$ cat config.mk
export PLATFORM = sky130hd
export DESIGN_NAME = fetch_unit_flat
export DESIGN_NICKNAME = d
export VERILOG_FILES = /design/src/rtl/fetch_if.sv /design/src/rtl/fetch_unit.sv /design/src/flat_wrapper.sv
export SDC_FILE = /design/constraint.sdc
export NUM_CORES = 1
export LEC_CHECK = 0
export ABC_CLOCK_PERIOD_IN_PS = 2050
export BUFFER_PORTS_ARGS = -buffer_cell sky130_fd_sc_hd__buf_2
export CORE_ASPECT_RATIO = 0.5
export CORE_UTILIZATION = 48
export CTS_BUF_LIST = sky130_fd_sc_hd__clkbuf_16
export DETAILED_ROUTE_END_ITERATION = 10
export GPL_TIMING_DRIVEN = 0
export PLACE_DENSITY_LB_ADDON = 0.08
export SLEW_MARGIN = 20
export SYNTH_ARGS = -nofsm -noshare
export SYNTH_HDL_FRONTEND = slang
export SYNTH_SLANG_ARGS = --single-unit
$ cat constraint.sdc
create_clock -name CLK -period 2.05 [get_ports CLK]
set_input_delay 0.1025 -clock CLK [delete_from_list [all_inputs] [get_ports CLK]]
set_output_delay 0.1025 -clock CLK [all_outputs]
set_load 0.01 [all_outputs]
$ cat src/rtl/fetch_if.sv
// Fetch-stage bus bundle: control inputs from the pipeline, memory read port,
// and the delivered-instruction output toward the instruction register.
//
// Handshake semantics: instr_valid is a single-cycle strobe with no ready
// back-pressure on it. When instr_valid is high, instr and instr_pc describe
// one delivered instruction, and the consumer must take it in that cycle.
// Back-pressure is applied ahead of delivery through stall. While stall is
// high, the fetched word is held internally and is not presented.
interface fetch_if #(
    parameter int ADDR_W = 10
);
    logic              stall;
    logic              redirect;
    logic              redirect_abs;
    logic [15:0]       redirect_off;
    logic [15:0]       mem_data;
    logic [ADDR_W-1:0] addra;
    logic [15:0]       instr;
    logic              instr_valid;
    logic [ADDR_W-1:0] instr_pc;

    modport master (
        input  stall, redirect, redirect_abs, redirect_off, mem_data,
        output addra, instr, instr_valid, instr_pc
    );

    modport slave (
        output stall, redirect, redirect_abs, redirect_off, mem_data,
        input  addra, instr, instr_valid, instr_pc
    );
endinterface

$ cat src/rtl/fetch_unit.sv
// Instruction fetch stage.
// The unit keeps the PC and drives the synchronous block memory from it. Each
// instruction takes two cycles: an issue cycle and a capture cycle.
// A downstream stall parks the captured word in a hold register.
// A redirect loads a new PC and drops any word that is in flight.
module fetch_unit #(
    parameter int ADDR_W   = 10,
    parameter int RESET_PC = 0
) (
    input  logic        CLK,
    input  logic        reset,
    fetch_if.master     bus,
    output logic [1:0]  state_dbg
);

    typedef enum logic [1:0] {
        S_ISSUE   = 2'd0,
        S_CAPTURE = 2'd1,
        S_STALL   = 2'd2
    } state_t;

    state_t            state_q, state_d;
    logic [ADDR_W-1:0] pc_q, pc_d;
    logic [15:0]       hold_q, hold_d;
    logic [15:0]       instr_q, instr_d;
    logic [ADDR_W-1:0] instr_pc_q, instr_pc_d;
    logic              valid_q, valid_d;
    logic [ADDR_W-1:0] target;
    logic [ADDR_W-1:0] pc_inc;
    logic              unused_off_bits;

    // A relative target is taken from the last delivered instruction, not
    // from the current fetch PC. The result wraps modulo 2^ADDR_W.
    always_comb begin
        target = bus.redirect_abs ? bus.redirect_off[ADDR_W-1:0]
                                  : instr_pc_q + bus.redirect_off[ADDR_W-1:0];
        pc_inc = pc_q + ADDR_W'(1);
    end

    assign unused_off_bits = &{1'b0, bus.redirect_off[15:ADDR_W]};

    // Next-state and datapath decode. Redirect has priority over stall.
    always_comb begin
        state_d    = state_q;
        pc_d       = pc_q;
        hold_d     = hold_q;
        instr_d    = instr_q;
        instr_pc_d = instr_pc_q;
        valid_d    = 1'b0;
        case (state_q)
            S_ISSUE: begin
                // Stall is ignored here because the address is issued regardless.
                if (bus.redirect) begin
                    pc_d = target;
                end else begin
                    state_d = S_CAPTURE;
                end
            end
            S_CAPTURE: begin
                if (bus.redirect) begin
                    pc_d    = target;
                    state_d = S_ISSUE;
                end else if (bus.stall) begin
                    hold_d  = bus.mem_data;
                    state_d = S_STALL;
                end else begin
                    instr_d    = bus.mem_data;
                    instr_pc_d = pc_q;
                    valid_d    = 1'b1;
                    pc_d       = pc_inc;
                    state_d    = S_ISSUE;
                end
            end
            S_STALL: begin
                if (bus.redirect) begin
                    pc_d    = target;
                    state_d = S_ISSUE;
                end else if (!bus.stall) begin
                    instr_d    = hold_q;
                    instr_pc_d = pc_q;
                    valid_d    = 1'b1;
                    pc_d       = pc_inc;
                    state_d    = S_ISSUE;
                end
            end
            default: begin
                state_d = S_ISSUE;
            end
        endcase
    end

    // State and datapath registers. Reset (active-low) overrides everything.
    always_ff @(posedge CLK) begin
        if (!reset) begin
            state_q    <= S_ISSUE;
            pc_q       <= ADDR_W'(RESET_PC);
            hold_q     <= 16'h0000;
            instr_q    <= 16'h0000;
            instr_pc_q <= '0;
            valid_q    <= 1'b0;
        end else begin
            state_q    <= state_d;
            pc_q       <= pc_d;
            hold_q     <= hold_d;
            instr_q    <= instr_d;
            instr_pc_q <= instr_pc_d;
            valid_q    <= valid_d;
        end
    end

    assign bus.addra       = pc_q;
    assign bus.instr       = instr_q;
    assign bus.instr_valid = valid_q;
    assign bus.instr_pc    = instr_pc_q;
    assign state_dbg       = state_q;

endmodule

$ cat src/flat_wrapper.sv
// flat-port wrapper written by rule: the top's interface ports become plain ports
module fetch_unit_flat 
#(
    parameter int ADDR_W   = 10,
    parameter int RESET_PC = 0
)
  (CLK, reset, state_dbg, bus_stall, bus_redirect, bus_redirect_abs, bus_redirect_off, bus_mem_data, bus_addra, bus_instr, bus_instr_valid, bus_instr_pc);
  fetch_if #(.ADDR_W(ADDR_W)) bus_i ();
  input  logic CLK;
  input  logic reset;
  output logic [1:0] state_dbg;
  input wire logic [$bits(bus_i.stall)-1:0] bus_stall;
  input wire logic [$bits(bus_i.redirect)-1:0] bus_redirect;
  input wire logic [$bits(bus_i.redirect_abs)-1:0] bus_redirect_abs;
  input wire logic [$bits(bus_i.redirect_off)-1:0] bus_redirect_off;
  input wire logic [$bits(bus_i.mem_data)-1:0] bus_mem_data;
  output wire logic [$bits(bus_i.addra)-1:0] bus_addra;
  output wire logic [$bits(bus_i.instr)-1:0] bus_instr;
  output wire logic [$bits(bus_i.instr_valid)-1:0] bus_instr_valid;
  output wire logic [$bits(bus_i.instr_pc)-1:0] bus_instr_pc;
  assign bus_i.stall = bus_stall;
  assign bus_i.redirect = bus_redirect;
  assign bus_i.redirect_abs = bus_redirect_abs;
  assign bus_i.redirect_off = bus_redirect_off;
  assign bus_i.mem_data = bus_mem_data;
  assign bus_addra = bus_i.addra;
  assign bus_instr = bus_i.instr;
  assign bus_instr_valid = bus_i.instr_valid;
  assign bus_instr_pc = bus_i.instr_pc;
  fetch_unit #(.ADDR_W(ADDR_W), .RESET_PC(RESET_PC)) u_core (.CLK(CLK), .reset(reset), .bus(bus_i), .state_dbg(state_dbg));
endmodule
# --- Word level (Yosys, flattened, before mapping) ---
# Cells that the tools add are included.
word_totals:
  register_bits: 55
  input_bits: 37
  out_inout_bits: 39
  elab_cells: 49
classes:
  n_addsub: 2
  eq_ne: 10
  n_mux: 17
  bitwise: 4
  n_reduce_logical: 10
ops:
  columns: ["operator", "count"]
  rows:
  - ["16-bit two-way mux", 4]
  - ["10-bit two-way mux", 4]
  - ["16-bit case mux with 2 select lines", 1]
  - ["10-bit case mux with 2 select lines", 1]
  - ["2-bit != test, second input constant", 6]
  - ["10-bit by 1-bit adder with 10-bit output, second input constant", 1]
  - ["10-bit adder", 1]
  - ["2-bit two-way mux", 5]
  - ["3-bit AND reduction", 3]
  - ["2-bit case mux with 3 select lines", 1]
  - ["5-bit AND reduction", 1]
  - ["1-bit NOT", 4]
  - ["2-bit nonzero test", 2]
  - ["3-bit by 2-bit != test with 1-bit output, second input constant", 1]
  - ["3-bit != test, second input constant", 1]
  - ["3-bit OR reduction", 1]
  - ["2-bit by 1-bit equality test with 1-bit output, second input constant", 1]
  - ["2-bit equality test, second input constant", 1]
  - ["2-bit zero test", 1]
  - ["2-bit AND reduction", 1]
  - ["2-bit OR reduction", 1]
  - ["1-bit two-way mux", 1]

# --- Logic depth before layout (Yosys ltp) ---
logic_depth:
  depth_word: 4
  ltp_mapped: 9
  ltp_nobuf: 8

# --- Least setup slack after synthesis ---
# OpenSTA, ideal clock, no wires.
synth_timing:
  kind: "register -> register"
  start: "register u_core.instr_pc_q[6], in the netlist u_core.bus.instr_pc[6]"
  end: "register u_core.pc_q[9], in the netlist u_core.bus.addra[9]"
  setup_time_ns: 0.122
  arrival_ns: 2.002
  required_time_ns: 1.928
  path_slack_ns: -0.074
  stages_incl_launch_ff: 8
  n_path_buf: 0
  synth_period_minus_slack_ns: 2.124
  path_cell_list: "dfxtp_1 ha_1 a21o_1 a21o_1 or4b_4 o211ai_2 xor2_1 o311a_1"
synth_between:
  elab_chain_cells: 4
  word_cells_on_any_way: 5
  classes_between: "1 x add/sub; 4 x mux"
synth_rtl:
  columns: ["item", "line_no", "source"]
  rows:
  - ["start, declared", "fetch_unit.sv:26", "logic [ADDR_W-1:0] instr_pc_q, instr_pc_d;"]
  - ["start signal, assigned", "fetch_unit.sv:106", "instr_pc_q <= instr_pc_d;"]
  - ["10-bit adder (*)", "fetch_unit.sv:36", ": instr_pc_q + bus.redirect_off[ADDR_W-1:0];"]
  - ["10-bit two-way mux (*)", "fetch_unit.sv:35", "target = bus.redirect_abs ? bus.redirect_off[ADDR_W-1:0]"]
  - ["10-bit two-way mux (on tied branches)", "fetch_unit.sv:60, fetch_unit.sv:53", null]
  - ["10-bit case mux with 2 select lines (*)", "fetch_unit.sv:50", "case (state_q)"]
  - ["end signal, assigned", "fetch_unit.sv:96", "pc_q <= ADDR_W'(RESET_PC);"]
  - ["end signal, assigned", "fetch_unit.sv:103", "pc_q <= pc_d;"]
  - ["end, declared", "fetch_unit.sv:23", "logic [ADDR_W-1:0] pc_q, pc_d;"]
# Every way passes the cells marked *; elsewhere a longest branch is shown, timed or not. The select of a mux whose other input is x is not followed.
# A chain may end at the register's enable or synchronous reset.

# --- Worst setup path after layout ---
# Same ends and word-level chain as after synthesis.

==> run summary <==
Seq pwr share = 43.7%
syn nets = 408
Final Setup Violations = 2
Avg Inst Size Synth = 8.396 um^2
most frequent cells in the layout = nand2_1 (69), buf_2 (69), dfxtp_1 (52)
initial antenna violation count = 0
# nets final = 486
Startpoint Class = flip-flop
Antenna diodes = 0
Clock Tree Root = clkbuf_16
LEAKAGE = 1.716 nW
Post-DP Area = 3442 um^2
Total GRT Usage = 25.13%
Max VDD drop = 0.3559 mV
Max-slew headroom = 60.76%
Final Hold Viols = 0
# Max-Cap Violations = 0
Crit Path Class = flip-flop to flip-flop
Congestion Overflow GR = 0
FF-to-FF setup slack = -0.07 ns
max frequency = 471.9 MHz
worst path cell trace = ha_4 > a21o_1 > a21o_1 > or4b_4 > o211ai_4 > xor2_1 > o311a_1
final hold slack = 0.06545 ns
YS warnings = 0
Die X = 113.6 um
Fillers = 503
power share of the clock group = 40.5%
initial cell density of the core = 52.17%
Setup TNS = -0.09659 ns
first-pass GRT wire length = 12880 um
# hold bufs at CTS = 0
vias per inst = 5.549
layout overhead on the synthesized area = 25.83%
GP Congestion = 0.8327
met2 Track Usage GR = 41.99%
share of flip-flops with an asynchronous set or reset = 0%
Final HPWL DP = 5644 um
PortBufs = 66
top cell type's share of synthesized area = 36.84%
area of the mapped netlist = 2989 um^2
Clock Sink Count = 55
met1 GRT Util = 32.83%
CP delay by family, top = compound AO/OA/AOI/OAI gates
clk buf depth = 2
Sw Pwr = 0.0006796 W
Max H-tree Level = 2
Yosys reg bits = 55
vias in the first global route = 2737
final worst slack = -0.06908 ns
GRT Max-Usage Layer = met2
drt pass-1 iters = 4
Buf+Inv Stages, Crit Path = 0
post-synth top area cell = dfxtp_1
Power Density = 711.1 nW/um^2
CTS tree = built
status = finished with violations
Routed Antenna Nets = 0
final period utilization = 103.4%
worst-path fanout max = 5
Post-route DRC = 0
crit path capture type = flip-flop
share of the core filled with cells = 65.65%
DRT iter0 DRCs = 134
met3 Use GR = 5.544%
slowest stage delay, CP = 0.50 ns
Tmin final = 2.119 ns
worst slew pin tran = 0.5886 ns
RSZ-0062 raised after global routing = yes
layout cells sized above 1 = 24.83%
Die H = 57.80 um
Routed WL = 7920 um
wire per inst = 15.26 um
Clock Latency Late Sink = 0.29 ns
leading post-synthesis cells by cell area = dfxtp_1 (37%), nand2_1 (8.7%), a21boi_0 (6.8%), mux2i_1 (6.0%), ha_1 (5.9%)
Logic pwr share = 15.7%
Finished Cell Area = 3761 um^2
min-delay worst type = primary input to flip-flop
core footprint = 5729 um^2
Int Pwr = 0.001995 W
Slowest cell on crit path = or4b_4
Syn Inst Count = 356
skew final = 0.003622 ns
most used cell, CP = a21o_1
Worst EP required = 2.23 ns
EDFF count, synth = 0
CTS clk-pin slew, worst paths = 0.07 ns
Core Rows = 19
Top FF cell, synth = dfxtp_1
pin count of the biggest net entering global routing = 17
Die ar. = 6566 um^2
CTS Buf Count = 5
count of cell types in the netlist = 44
CP Data Arrival Time = 2.30 ns
switching part of the total = 25.41%
Slew Viols, Final = 0
failing checks = setup timing
via count = 2880
Seq/Total Area, Yosys = 36.84%
Ports = 76
## Yosys cell counts, types with 4 or more instances
cell / n
a21o_1: 4
a21oi_1: 15
nor2_1: 14
xnor2_1: 6
clkbuf_1: 22
nand2_1: 69
o21ai_0: 28
nor2b_1: 4
a21boi_0: 27
ha_1: 14
mux2i_1: 18
nor3_1: 4
nand3_1: 8
o211a_1: 16
and2_1: 4
dfxtp_1: 55
a31oi_1: 5
## worst register-to-register path, stage by stage, from the launching register on
cell and delay, ns:
dfxtp_2 0.36, ha_4 0.22, a21o_1 0.17, a21o_1 0.17, or4b_4 0.50, o211ai_4 0.21
xor2_1 0.10, o311a_1 0.29
## stage by stage
stage / power [W] / setup slack [ns] / std cells
CTS: 0.002663 / -0.1194 / 517
global route: 0.002789 / -0.1492 / 519
global placement: 0.001571 / -0.1298 / 506
detailed placement: 0.001585 / -0.1604 / 506
floorplan: 0.001434 / 0.03112 / 356
finish: 0.002674 / -0.06908 / 519
## metal layers
layer  routed length (um)  vias up
met5                    0        -
met4                   84        0
met3                  491        9
met2                 3599       81
met1                 3746     1357
li1                     -     1433
## sequential cells by signal, indices dropped and copies added (netlist names)
signal and cells:
u_core.state_dbg 2, u_core.bus.instr_valid 1, u_core.bus.instr_pc 10, u_core.hold_q 16, u_core.bus.instr 16, u_core.bus.addra 10
## worst paths after layout
kind | cells past startpoint | to | start
max reg2reg | 7 | u_core.bus.addra[9]$_SDFFE_PN0P_ | u_core.bus.instr_pc[6]$_SDFFE_PN0P_
min reg2reg | 2 | u_core.hold_q[14]$_SDFFE_PN0P_ | u_core.hold_q[14]$_SDFFE_PN0P_
max | 7 | u_core.bus.addra[9]$_SDFFE_PN0P_ | u_core.bus.instr_pc[6]$_SDFFE_PN0P_
min | 3 | u_core.hold_q[14]$_SDFFE_PN0P_ | bus_mem_data[14]
## kinds of logic (layout without fill, tap and decap cells)
group	Yosys count	count (layout)	synth area share (%)
AOI/OAI and AO/OA	114	114	26.62
xor gates and xnor gates	9	9	2.637
adders and majority gates	15	15	6.530
buffers and inverters	28	107	3.642
DFF	55	55	36.84
muxes	18	18	6.028
and+or+nand+nor	117	117	17.71
## power groups by stage
stage                     Combinational (W)  Sequential [W]  Clock (W)
final                              0.000421         0.00117    0.00108
after global routing               0.000463         0.00118    0.00115
after CTS                          0.000404         0.00117    0.00109
after detailed placement           0.000393         0.00119          0
after global placement             0.000383         0.00119          0
after floorplan                    0.000233         0.00120          0
## layout make-up
class / count / area (um^2) / share of cell area, %
timing repair buffer: 72 / 375.4 / 9.980
inverter: 3 / 11.26 / 0.2994
tap: 84 / 105.1 / 2.794
clock inverter: 3 / 63.81 / 1.697
clock buffer: 5 / 125.1 / 3.327
buffer: 24 / 103.9 / 2.761
sequential: 55 / 1105 / 29.37
multi-input combinational: 273 / 1872 / 49.77
## timing repair
action	in CTS	in global routing
cloned	0	0
setup buffers	3	3
pin swaps	10	11
endpoints found under the setup margin	5	17
resized for setup	10	18
Note: power is estimated with default switching activity, not from simulation.
